==> config.mk <==
export PLATFORM = sky130hd
export DESIGN_NAME = scan_reg_bank
export DESIGN_NICKNAME = d
export VERILOG_FILES = /design/src/rtl/scan_reg_bank.sv
export SDC_FILE = /design/constraint.sdc
export NUM_CORES = 1
export LEC_CHECK = 0
export CAP_MARGIN = 20
export CORE_ASPECT_RATIO = 0.8
export CORE_MARGIN = 8
export CORE_UTILIZATION = 45
export CTS_BUF_LIST = sky130_fd_sc_hd__clkbuf_4 sky130_fd_sc_hd__clkbuf_8 sky130_fd_sc_hd__clkbuf_16
export CTS_CLUSTER_SIZE = 14
export DETAILED_ROUTE_END_ITERATION = 16
export PLACE_DENSITY = 0.79
export SYNTH_ARGS = -nofsm -noshare
export SYNTH_HDL_FRONTEND = slang
export SYNTH_SLANG_ARGS = --single-unit
==> constraint.sdc <==
create_clock -name CLK -period 1.1 [get_ports CLK]
set_input_delay 0.22 -clock CLK [delete_from_list [all_inputs] [get_ports CLK]]
set_output_delay 0.22 -clock CLK [all_outputs]
set_load 0.02 [all_outputs]
==> src/rtl/scan_reg_bank.sv <==
// Multi-chain mux-D scan register bank with a functional load, a shift counter
// that pulses on every full WIDTH-bit shift, and an optional shadow stage on Q.

module scan_chain #(
  parameter int WIDTH = 8
) (
  input  logic             CLK,
  input  logic             RN,
  input  logic             SE,
  input  logic             EN,
  input  logic             SI,
  input  logic [WIDTH-1:0] D,
  output logic [WIDTH-1:0] C
);

  always_ff @(posedge CLK) begin
    if (!RN)     C <= '0;
    else if (SE) C <= {C[WIDTH-2:0], SI};
    else if (EN) C <= D;
  end

endmodule

module scan_reg_bank #(
  parameter int WIDTH  = 8,
  parameter int CHAINS = 1,
  parameter int SHADOW = 1,
  localparam int N     = WIDTH * CHAINS,
  localparam int CW    = $clog2(WIDTH)
) (
  input  logic              CLK,
  input  logic              RN,
  input  logic              SE,
  input  logic [CHAINS-1:0] SI,
  output logic [CHAINS-1:0] SO,
  input  logic [N-1:0]      D,
  input  logic              EN,
  input  logic              UPD,
  output logic [N-1:0]      Q,
  output logic [CW-1:0]     SHIFT_CNT,
  output logic              SHIFT_DONE
);

  localparam logic IDLE  = 1'b0;
  localparam logic SHIFT = 1'b1;

  logic [CHAINS-1:0][WIDTH-1:0] cap;
  logic [N-1:0]                 c_q;
  logic [N-1:0]                 s_q;
  logic                         state;
  logic [CW-1:0]                cnt;
  logic                         done;

  for (genvar c = 0; c < CHAINS; c++) begin : g_chain
    scan_chain #(.WIDTH(WIDTH)) u_chain (
      .CLK (CLK),
      .RN  (RN),
      .SE  (SE),
      .EN  (EN),
      .SI  (SI[c]),
      .D   (D[c*WIDTH +: WIDTH]),
      .C   (cap[c])
    );
    // SO comes straight off the last flop so the scan path has no mux after it.
    assign SO[c] = cap[c][WIDTH-1];
  end

  assign c_q = cap;

  // The shadow copies the pre-edge capture value, so EN+UPD loads old C into S.
  always_ff @(posedge CLK) begin
    if (!RN)              s_q <= '0;
    else if (!SE && UPD)  s_q <= c_q;
  end

  assign Q = (SHADOW != 0) ? s_q : c_q;

  always_ff @(posedge CLK) begin
    if (!RN) begin
      state <= IDLE;
      cnt   <= '0;
      done  <= 1'b0;
    end else begin
      case (state)
        IDLE: begin
          if (SE) begin
            state <= SHIFT;
            cnt   <= CW'(1);
            done  <= 1'b0;
          end
        end
        SHIFT: begin
          if (!SE) begin
            // Abandoning a partial shift never reports completion.
            state <= IDLE;
            cnt   <= '0;
            done  <= 1'b0;
          end else if (cnt == CW'(WIDTH-1)) begin
            cnt   <= '0;
            done  <= 1'b1;
          end else begin
            cnt   <= cnt + CW'(1);
            done  <= 1'b0;
          end
        end
        default: begin
          state <= IDLE;
          cnt   <= '0;
          done  <= 1'b0;
        end
      endcase
    end
  end

  assign SHIFT_CNT  = cnt;
  assign SHIFT_DONE = done;

endmodule
==> summary.txt, run 1 <==
Route
  • Overall routed net length: 2270 µm
  • Vias per inst: 4.92
  • Via count: 752
  • DR pass1 iterations: 4
  • DRC errors left: 0
  • DRT iter0 DRCs: 29
  • DR WL/cell: 14.8 µm
  • ANT nets after route: 0

STA
  • Max-slew violation count: 0
  • Final Setup Violations: 0
  • Actual slew at the worst max-slew pin: 0.226 ns
  • Rel. slew slack: 0.849
  • Min Tclk post-route: 1.08 ns
  • Top achievable clock speed: 0.930 GHz
  • Setup Skew: 0.00116 ns
  • Final Hold Vio Count: 0
  • RSZ-0062 raised after global routing: yes
  • Final Cycle Share: 0.978
  • WHS: 0.478 ns

Yosys
  • Mapped Nets: 110
  • Syn. warnings: 0
  • Synthesized flop and latch total: 21
  • Mapped Avg Cell Area: 9.57 µm²
  • Syn Inst Count: 94
  • Register area share after synthesis: 0.467
  • Mapped Area: 900 µm²
  • Area contributors post-synth: dfxtp_1 47%, a21boi_2 10%, mux2i_1 8.9%
  • Cell taking the most area after synthesis: dfxtp_1
  • Synth cell types: 19
  • Yosys top cell area share: 0.467

Clock tree
  • Num CTS Buffers: 3
  • Clock transition at path regs: 0.12 ns
  • H-tree levels: 1
  • Root Driver: clkbuf_4
  • CTS tree: yes
  • Clock buffer depth: 2
  • Clock Latency Late Sink: 0.30 ns
  • CTS sink cnt: 21

Floorplan
  • Row cnt: 14
  • Ports: 27
  • Die width: 66.0 µm
  • Die height: 56.0 µm
  • Core area: 1890 µm²
  • Die area: 3690 µm²
  • Starting density of the core: 0.476

Placed design
  • Placed Instances: 148
  • Placed Area: 1240 µm²
  • HPWL after DPL: 1600 µm
  • Port Buffers: 26
  • RD Place Congestion: 0.743

Setup path
  • Setup CP Type: register to register
  • Most used cell, CP: ha_4
  • Reg-to-reg setup timing slack: 0.02 ns
  • WP data arrival: 1.32 ns
  • Slowest stage delay, CP: 0.38 ns
  • Crit path max-delay cell type: dfxtp_4
  • Cell family with most CP delay: adder cells
  • Req. time, crit path: 1.35 ns
  • CP Capture Type: register
  • Crit path max fanout: 3
  • Worst Path Buf+Inv: 0
  • Crit-path cells: ha_4, ha_4, nand3_2, a21boi_2
  • CP Launch Type: register

Global route
  • Tot GR Track Use: 0.129
  • Grt met1 use: 0.158
  • Largest net degree at the start of global routing: 22
  • Most crowded layer after global routing: met2
  • Met2 usage: 0.214
  • Initial antenna violation count: 0
  • M3 GR Usage: 0.0382
  • First-pass GRT wire length: 3780 µm
  • Remaining global-route overflow: 0
  • Vias in the first global route: 774

Worst hold path
  • Worst hold path class: register to register

Final layout
  • Commonest non-fill, non-tap cells in the layout: 19 x dfxtp_1, 19 x nand2_1, 13 x clkdlybuf4s50_1
  • Post-layout util: 0.672
  • Final cell count without fillers: 153
  • Synthesis-to-finish area growth: 41.3%
  • Fill cells: 152
  • Layout cells sized above 1: 0.364
  • Fin area: 1270 µm²
  • N_diodes: 0
  • Final #Nets: 146

Run
  • Maxcap violations: 0

Status
  • Outcome: completed

Pwr
  • Pwr dens: 1150 nW/µm²
  • Overall Power: 1.47 mW
  • Static leakage: 0.534 nW
  • Peak VDD IR: 1.05 mV
## area by class of cell
class | instances | area [µm²] | area share
multi-input cells | 65 | 464 | 0.365
flip-flops and latches | 21 | 428 | 0.337
repair buffers | 38 | 315 | 0.248
clock buffers | 4 | 30.0 | 0.0236
well taps | 24 | 30.0 | 0.0236
inverters | 1 | 3.75 | 0.00295
## routing by layer
metal | part of all wire | wire, µm
met1 | 0.46 | 1050
met2 | 0.49 | 1110
met3 | 0.043 | 97
met4 | 0.0062 | 14
met5 | 0 | 0
## registers in the layout, indices dropped and copies added, names as in the netlist
| name | cells |
|---|---|
| SHIFT_DONE | 1 |
| SHIFT_CNT | 3 |
| state | 1 |
| g_chain.u_chain.C | 8 |
| Q | 8 |
## cells in the mapped netlist, drive strengths merged
master   n
dfxtp   21
nand2   19
a21boi  11
o21ai    9
a21oi    8
mux2i    8
buf      5
nand3    3
clkbuf   2
ha       2
and2     1
inv      1
nand2b   1
nor2     1
nor2b    1
o211a    1
## tightest hold or removal path, stage by stage, from the launching register on
cell,delay (ns)
dfxtp_1,0.33
nand2_1,0.05
a21boi_0,0.07
## final timing paths
| path | start | to | cells past startpoint |
|---|---|---|---|
| max | SHIFT_CNT[0]$_SDFFE_PN0P_ | SHIFT_CNT[2]$_SDFFE_PN0P_ | 4 |
| min | SHIFT_DONE$_SDFFE_PN0P_ | SHIFT_DONE$_SDFFE_PN0P_ | 2 |
| max reg2reg | SHIFT_CNT[0]$_SDFFE_PN0P_ | SHIFT_CNT[2]$_SDFFE_PN0P_ | 4 |
| min reg2reg | SHIFT_DONE$_SDFFE_PN0P_ | SHIFT_DONE$_SDFFE_PN0P_ | 2 |
## where the power goes
| part | switching [mW] | internal [mW] |
|---|---|---|
| Clock | 0.236 | 0.166 |
| Sequential | 0.0296 | 0.794 |
| Combinational | 0.108 | 0.133 |
## cells by family (layout without fill, tap and decap cells)
family                     after synthesis  count (layout)  share of synthesized area
AOI/OAI and AO/OA                       29              29                      0.231
muxes                                    8               8                     0.0890
and+or+nand+nor                         26              26                      0.121
DFF                                     21              21                      0.467
buffers and inverters                    8              43                     0.0640
adders and majority gates                2               2                     0.0278
## through the flow
step | TNS [ns] | setup slack [ns]
finish | 0 | 0.0244
global route | -0.0237 | -0.0237
CTS | 0 | 0.00448
detailed placement | -4.93 | -0.286
global placement | -4.18 | -0.237
floorplan | 0 | 0.00142
## timing repair
action,CTS,global route
resized for setup,59,9
buffers inserted,0,1
pin swaps,4,3
hold buffers,0,0
setup endpoints to repair,15,12
(Power assumes the default switching activity.)
==> run 2, diff against run 1 <==
PLACE_DENSITY = unset   (was 0.79)
PLACE_DENSITY_LB_ADDON = 0.15   (was unset)
==> run 2 against run 1 <==
Count of clock-buffer cells in the layout decreased by 1. Worst setup slack improved by 0.0055 ns. Clock power decreased by 8.0%. Global-route usage decreased by 0.84 points. Highest routed layer unchanged.
==> summary.txt, run 2 (synthesized netlist as in run 1, its figures left out) <==
Status
  • Outcome: completed (unchanged)

STA
  • Final Setup Violations: 0 (unchanged)
  • Actual slew at the worst max-slew pin: 0.184 ns (was 0.226 ns)
  • Final Cycle Share: 0.973 (was 0.978)
  • Final Hold Vio Count: 0 (unchanged)
  • Max-slew violation count: 0 (unchanged)
  • RSZ-0062 raised after global routing: yes (unchanged)
  • Min Tclk post-route: 1.07 ns (was 1.08 ns)
  • Setup Skew: 0.00460 ns (was 0.00116 ns)
  • Rel. slew slack: 0.874 (was 0.849)
  • Top achievable clock speed: 0.935 GHz (was 0.930 GHz)

Placed design
  • HPWL after DPL: 1580 µm (was 1600 µm)
  • Port Buffers: 26 (unchanged)
  • RD Place Congestion: 0.758 (was 0.743)
  • Placed Instances: 151 (was 148)

Floorplan
  • Core area: 1890 µm² (unchanged)
  • Die width: 66.0 µm (unchanged)
  • Starting density of the core: 0.476 (unchanged)
  • Ports: 27 (unchanged)
  • Die area: 3690 µm² (unchanged)
  • Die height: 56.0 µm (unchanged)
  • Row cnt: 14 (unchanged)

Setup path
  • Cell family with most CP delay: flip-flops (was adder cells)
  • CP Capture Type: primary output (was register)
  • Crit path max fanout: 4 (was 3)
  • Slowest stage delay, CP: 0.38 ns (about the same)
  • Setup CP Type: register to primary output (was register to register)
  • CP Launch Type: register (unchanged)
  • Crit path max-delay cell type: dfxtp_2 (was dfxtp_4)
  • Crit-path cells: buf_2 (was ha_4, ha_4, nand3_2, a21boi_2)
  • Worst Path Buf+Inv: 1 (was 0)
  • Req. time, crit path: 0.88 ns (was 1.35 ns)
  • WP data arrival: 0.85 ns (was 1.32 ns)

Global route
  • Most crowded layer after global routing: met2 (unchanged)
  • Met2 usage: 0.190 (was 0.214)
  • Initial antenna violation count: 0 (unchanged)
  • Largest net degree at the start of global routing: 17 (was 22)
  • M3 GR Usage: 0.0543 (was 0.0382)
  • Tot GR Track Use: 0.120 (was 0.129)
  • Grt met1 use: 0.144 (was 0.158)
  • Remaining global-route overflow: 0 (unchanged)
  • First-pass GRT wire length: 3530 µm (was 3780 µm)
  • Vias in the first global route: 764 (was 774)

Final layout
  • Commonest non-fill, non-tap cells in the layout: 19 x dfxtp_1, 19 x nand2_1, 14 x buf_4 (was 19 x dfxtp_1, 19 x nand2_1, 13 x clkdlybuf4s50_1)
  • Register Area: 423 µm² (was 428 µm²)
  • Final cell count without fillers: 155 (was 153)
  • Final #Nets: 148 (was 146)
  • Post-layout util: 0.656 (was 0.672)
  • Fill cells: 175 (was 152)
  • Area of the multi-input gates: 442 µm² (was 464 µm²)
  • N_diodes: 0 (unchanged)
  • Synthesis-to-finish area growth: 38.0% (was 41.3%)
  • Layout cells sized above 1: 0.351 (was 0.364)

Clock tree
  • CTS tree: yes (unchanged)
  • Root Driver: clkbuf_4 (unchanged)
  • # hold bufs at CTS: 0 (unchanged)
  • CTS sink cnt: 21 (unchanged)
  • Clock Latency Late Sink: 0.30 ns (about the same)
  • Num CTS Buffers: 3 (unchanged)
  • Post-CTS setup buffers: 0 (unchanged)
  • Clock transition at path regs: 0.12 ns (about the same)
  • Clock buffer depth: 2 (unchanged)
  • H-tree levels: 1 (unchanged)

Route
  • DRT iter0 DRCs: 23 (was 29)
  • DR pass1 iterations: 4 (unchanged)
  • DR WL/cell: 13.1 µm (was 14.8 µm)
  • Vias per inst: 4.81 (was 4.92)
  • ANT nets after route: 0 (unchanged)
  • Overall routed net length: 2030 µm (was 2270 µm)
  • DRC errors left: 0 (unchanged)
  • Via count: 745 (was 752)

Pwr
  • Pwr dens: 1150 nW/µm² (about the same)
  • Peak VDD IR: 1.02 mV (was 1.05 mV)
  • Static leakage: 0.536 nW (was 0.534 nW)

Run
  • Maxcap violations: 0 (unchanged)

Worst hold path
  • Worst hold path class: register to register (unchanged)
## run 2: cell count changes in the layout (fill, tap and decap cells not counted), sizes merged
cell,delta
clkinv,+1
buf,+2
clkbuf,-1
## run 2: cell type report
type                            count  area share
Sequential cell                    21       0.341
Clock buffer                        3      0.0181
Multi-Input combinational cell     65       0.356
Tap cell                           24      0.0242
Inverter                            1     0.00302
Timing Repair Buffer               40       0.254
Clock inverter                      1     0.00403
## run 2: routing by layer
metal	vias to the layer above	wire length, µm
met5	-	0
met3	2	140
li1	397	-
met1	328	947
met2	18	926
met4	0	13
## run 2: worst paths after layout
check	startpoint	end	slack (ns)	cells after the start
max	SHIFT_CNT[0]$_SDFFE_PN0P_	SHIFT_CNT[0]	0.03	1
min	SHIFT_DONE$_SDFFE_PN0P_	SHIFT_DONE$_SDFFE_PN0P_	0.46	2
max reg2reg	SHIFT_CNT[0]$_SDFFE_PN0P_	SHIFT_CNT[0]$_SDFFE_PN0P_	0.05	4
min reg2reg	SHIFT_DONE$_SDFFE_PN0P_	SHIFT_DONE$_SDFFE_PN0P_	0.46	2
## run 2: power by group
group / total, mW / switching [mW] / internal, mW / leakage (nW)
Combinational: 0.229 / 0.102 / 0.126 / 0.345
Sequential: 0.823 / 0.0263 / 0.797 / 0.173
Clock: 0.370 / 0.234 / 0.136 / 0.0177
## run 2: timing repair
item                       in CTS  in global routing
resized for setup              54                  7
pin swaps                       0                  2
setup endpoints to repair      15                 12
## run 2: through the flow
step           setup TNS [ns]  area [µm²]  power (mW)  hold slack (ns)  setup slack, ns
6_report                    0        1240        1.42            0.459           0.0299
5_1_grt               -0.0453        1240        1.50            0.512          -0.0339
4_1_cts                     0        1220        1.44            0.477          0.00379
3_5_place_dp            -4.95        1250        1.08            0.464           -0.295
3_3_place_gp            -4.36        1250        1.07            0.453           -0.258
2_1_floorplan               0         901       0.962            0.370          0.00142
==> run 3, diff against run 2 <==
CORE_ASPECT_RATIO = unset   (was 0.8)
CORE_UTILIZATION = 59   (was 45)
DONT_BUFFER_PORTS = 1   (was unset)
==> run 3 against run 2 <==
Maximum frequency grew 2.9%. Final cell count shrank 28%. Die area shrank 18%. Worst hold slack lost 0.42 ns. Non-clock buffer count shrank 36. Critical endpoint is now SHIFT_CNT[2]$_SDFFE_PN0P_.
==> summary.txt, run 3 (synthesized netlist as in run 1, its figures left out) <==
Floorplan
  • Starting density of the core: 0.611 (was 0.476)
  • Die height: 55.1 µm (was 56.0 µm)
  • Die width: 55.1 µm (was 66.0 µm)
  • Core area: 1470 µm² (was 1890 µm²)
  • Ports: 27 (unchanged)
  • Row cnt: 14 (unchanged)
  • Die area: 3030 µm² (was 3690 µm²)

Final layout
  • Synthesis-to-finish area growth: 3.20% (was 38.0%)
  • Commonest non-fill, non-tap cells in the layout: 19 x dfxtp_1, 19 x nand2_1 (was 19 x dfxtp_1, 19 x nand2_1, 14 x buf_4)
  • Layout cells sized above 1: 0.200 (was 0.351)
  • Post-layout util: 0.631 (was 0.656)
  • Fill cells: 140 (was 175)
  • N_diodes: 0 (unchanged)
  • Final #Nets: 112 (was 148)

Global route
  • Initial antenna violation count: 0 (unchanged)
  • Tot GR Track Use: 0.114 (was 0.120)
  • First-pass GRT wire length: 2500 µm (was 3530 µm)
  • Remaining global-route overflow: 0 (unchanged)
  • Largest net degree at the start of global routing: 22 (was 17)
  • Vias in the first global route: 611 (was 764)

Route
  • Wire length on met2: 866 µm (was 926 µm)
  • Metal3 WL: 192 µm (was 140 µm)
  • Via count: 638 (was 745)
  • Overall routed net length: 1650 µm (was 2030 µm)
  • DR pass1 iterations: 4 (unchanged)
  • DRT iter0 DRCs: 10 (was 23)
  • WL met1: 565 µm (was 947 µm)
  • DR WL/cell: 14.9 µm (was 13.1 µm)
  • Top sig layer: met4 (unchanged)
  • DRC errors left: 0 (unchanged)
  • ANT nets after route: 0 (unchanged)
  • Vias per inst: 5.75 (was 4.81)

STA
  • Setup Skew: 0.00311 ns (was 0.00460 ns)
  • Min Tclk post-route: 1.04 ns (was 1.07 ns)
  • WHS: 0.0372 ns (was 0.459 ns)
  • Rel. slew slack: 0.794 (was 0.874)
  • Actual slew at the worst max-slew pin: 0.309 ns (was 0.184 ns)
  • Final Cycle Share: 0.945 (was 0.973)
  • Final Hold Vio Count: 0 (unchanged)
  • Top achievable clock speed: 0.962 GHz (was 0.935 GHz)
  • RSZ-0062 raised after global routing: yes (unchanged)
  • Final Setup Violations: 0 (unchanged)
  • Max-slew violation count: 0 (unchanged)

Pwr
  • Pwr dens: 1430 nW/µm² (was 1150 nW/µm²)
  • Peak VDD IR: 1.00 mV (was 1.02 mV)
  • Overall Power: 1.33 mW (was 1.42 mW)
  • Static leakage: 0.364 nW (was 0.536 nW)

Clock tree
  • CTS tree: yes (unchanged)
  • Clock buffer depth: 2 (unchanged)
  • Num CTS Buffers: 3 (unchanged)
  • H-tree levels: 1 (unchanged)
  • Clock transition at path regs: 0.11 ns (was 0.12 ns)
  • CTS sink cnt: 21 (unchanged)
  • Clock Latency Late Sink: 0.30 ns (about the same)
  • Root Driver: clkbuf_4 (unchanged)
  • Post-CTS setup buffers: 0 (unchanged)
  • # hold bufs at CTS: 0 (unchanged)

Setup path
  • CP Capture Type: register (was primary output)
  • Crit-path cells: ha_1, ha_1, nand3_1, a21boi_1 (was buf_2)
  • CP Launch Type: register (unchanged)
  • WP data arrival: 1.28 ns (was 0.85 ns)
  • Worst Path Buf+Inv: 0 (was 1)
  • Setup CP Type: register to register (was register to primary output)
  • Slowest stage delay, CP: 0.34 ns (was 0.38 ns)
  • Most used cell, CP: ha_1
  • Req. time, crit path: 1.34 ns (was 0.88 ns)
  • Crit path max fanout: 2 (was 4)
  • Crit path max-delay cell type: dfxtp_2 (unchanged)
  • Cell family with most CP delay: adder cells (was flip-flops)

Placed design
  • Port Buffers: 0 (was 26)
  • HPWL after DPL: 1280 µm (was 1580 µm)
  • RD Place Congestion: 0.717 (was 0.758)

Run
  • Maxcap violations: 0 (unchanged)

Status
  • Outcome: completed (unchanged)

Worst hold path
  • Worst hold path class: input pin to register (was register to register)
## run 3: cell count changes in the layout (fill, tap and decap cells not counted), moves of 2 or more
cell and delta:
clkdlybuf4s50_1 -13, buf_2 -12, ha_1 +2, buf_4 -10
## run 3: stage by stage
step / std cells / worst slack [ns] / TNS, ns / cell area [µm²]
after floorplan: 94 / 0.00142 / 0 / 901
after global placement: 107 / 0.0632 / 0 / 897
after detailed placement: 107 / 0.0117 / 0 / 897
after CTS: 111 / 0.0249 / 0 / 927
after global routing: 111 / -0.0102 / -0.0102 / 928
final: 111 / 0.0600 / 0 / 928
## run 3: per-layer routing
| layer | vias up | track usage |
|---|---|---|
| met3 | 5 | 0.0401 |
| met5 | - | 0 |
| met1 | 291 | 0.113 |
| met2 | 20 | 0.201 |
| li1 | 322 | - |
| met4 | 0 | 0.0600 |
## run 3: where the power goes
group          switching [mW]  leakage, nW  total, mW  internal [mW]
Combinational          0.0499        0.172      0.104         0.0543
Sequential             0.0404        0.173      0.837          0.797
Clock                   0.222       0.0184      0.387          0.166
Total                   0.312        0.364       1.33           1.02
## run 3: cell type report
| type | instances | area (µm²) | share of cell area |
|---|---|---|---|
| Multi-Input combinational cell | 65 | 422 | 0.454 |
| Timing Repair Buffer | 4 | 30.0 | 0.0323 |
| Clock buffer | 4 | 30.0 | 0.0323 |
| Inverter | 1 | 3.75 | 0.00404 |
| Sequential cell | 21 | 423 | 0.456 |
| Tap cell | 16 | 20.0 | 0.0216 |
## run 3: what timing repair did
item,CTS,global route
setup endpoints to repair,1,2
gates resized for setup,1,2
cloned,0,0
pin swaps,0,1
## run 3: worst paths after layout
kind	cells after the start	from	end	slack, ns
setup reg to reg	4	SHIFT_CNT[0]$_SDFFE_PN0P_	SHIFT_CNT[2]$_SDFFE_PN0P_	0.06
setup / recovery	4	SHIFT_CNT[0]$_SDFFE_PN0P_	SHIFT_CNT[2]$_SDFFE_PN0P_	0.06
hold / removal	1	SE	state$_SDFF_PN0_	0.04
hold reg to reg	2	g_chain[0].u_chain.C[2]$_SDFFE_PN0P_	Q[2]$_SDFFE_PN0P_	0.48
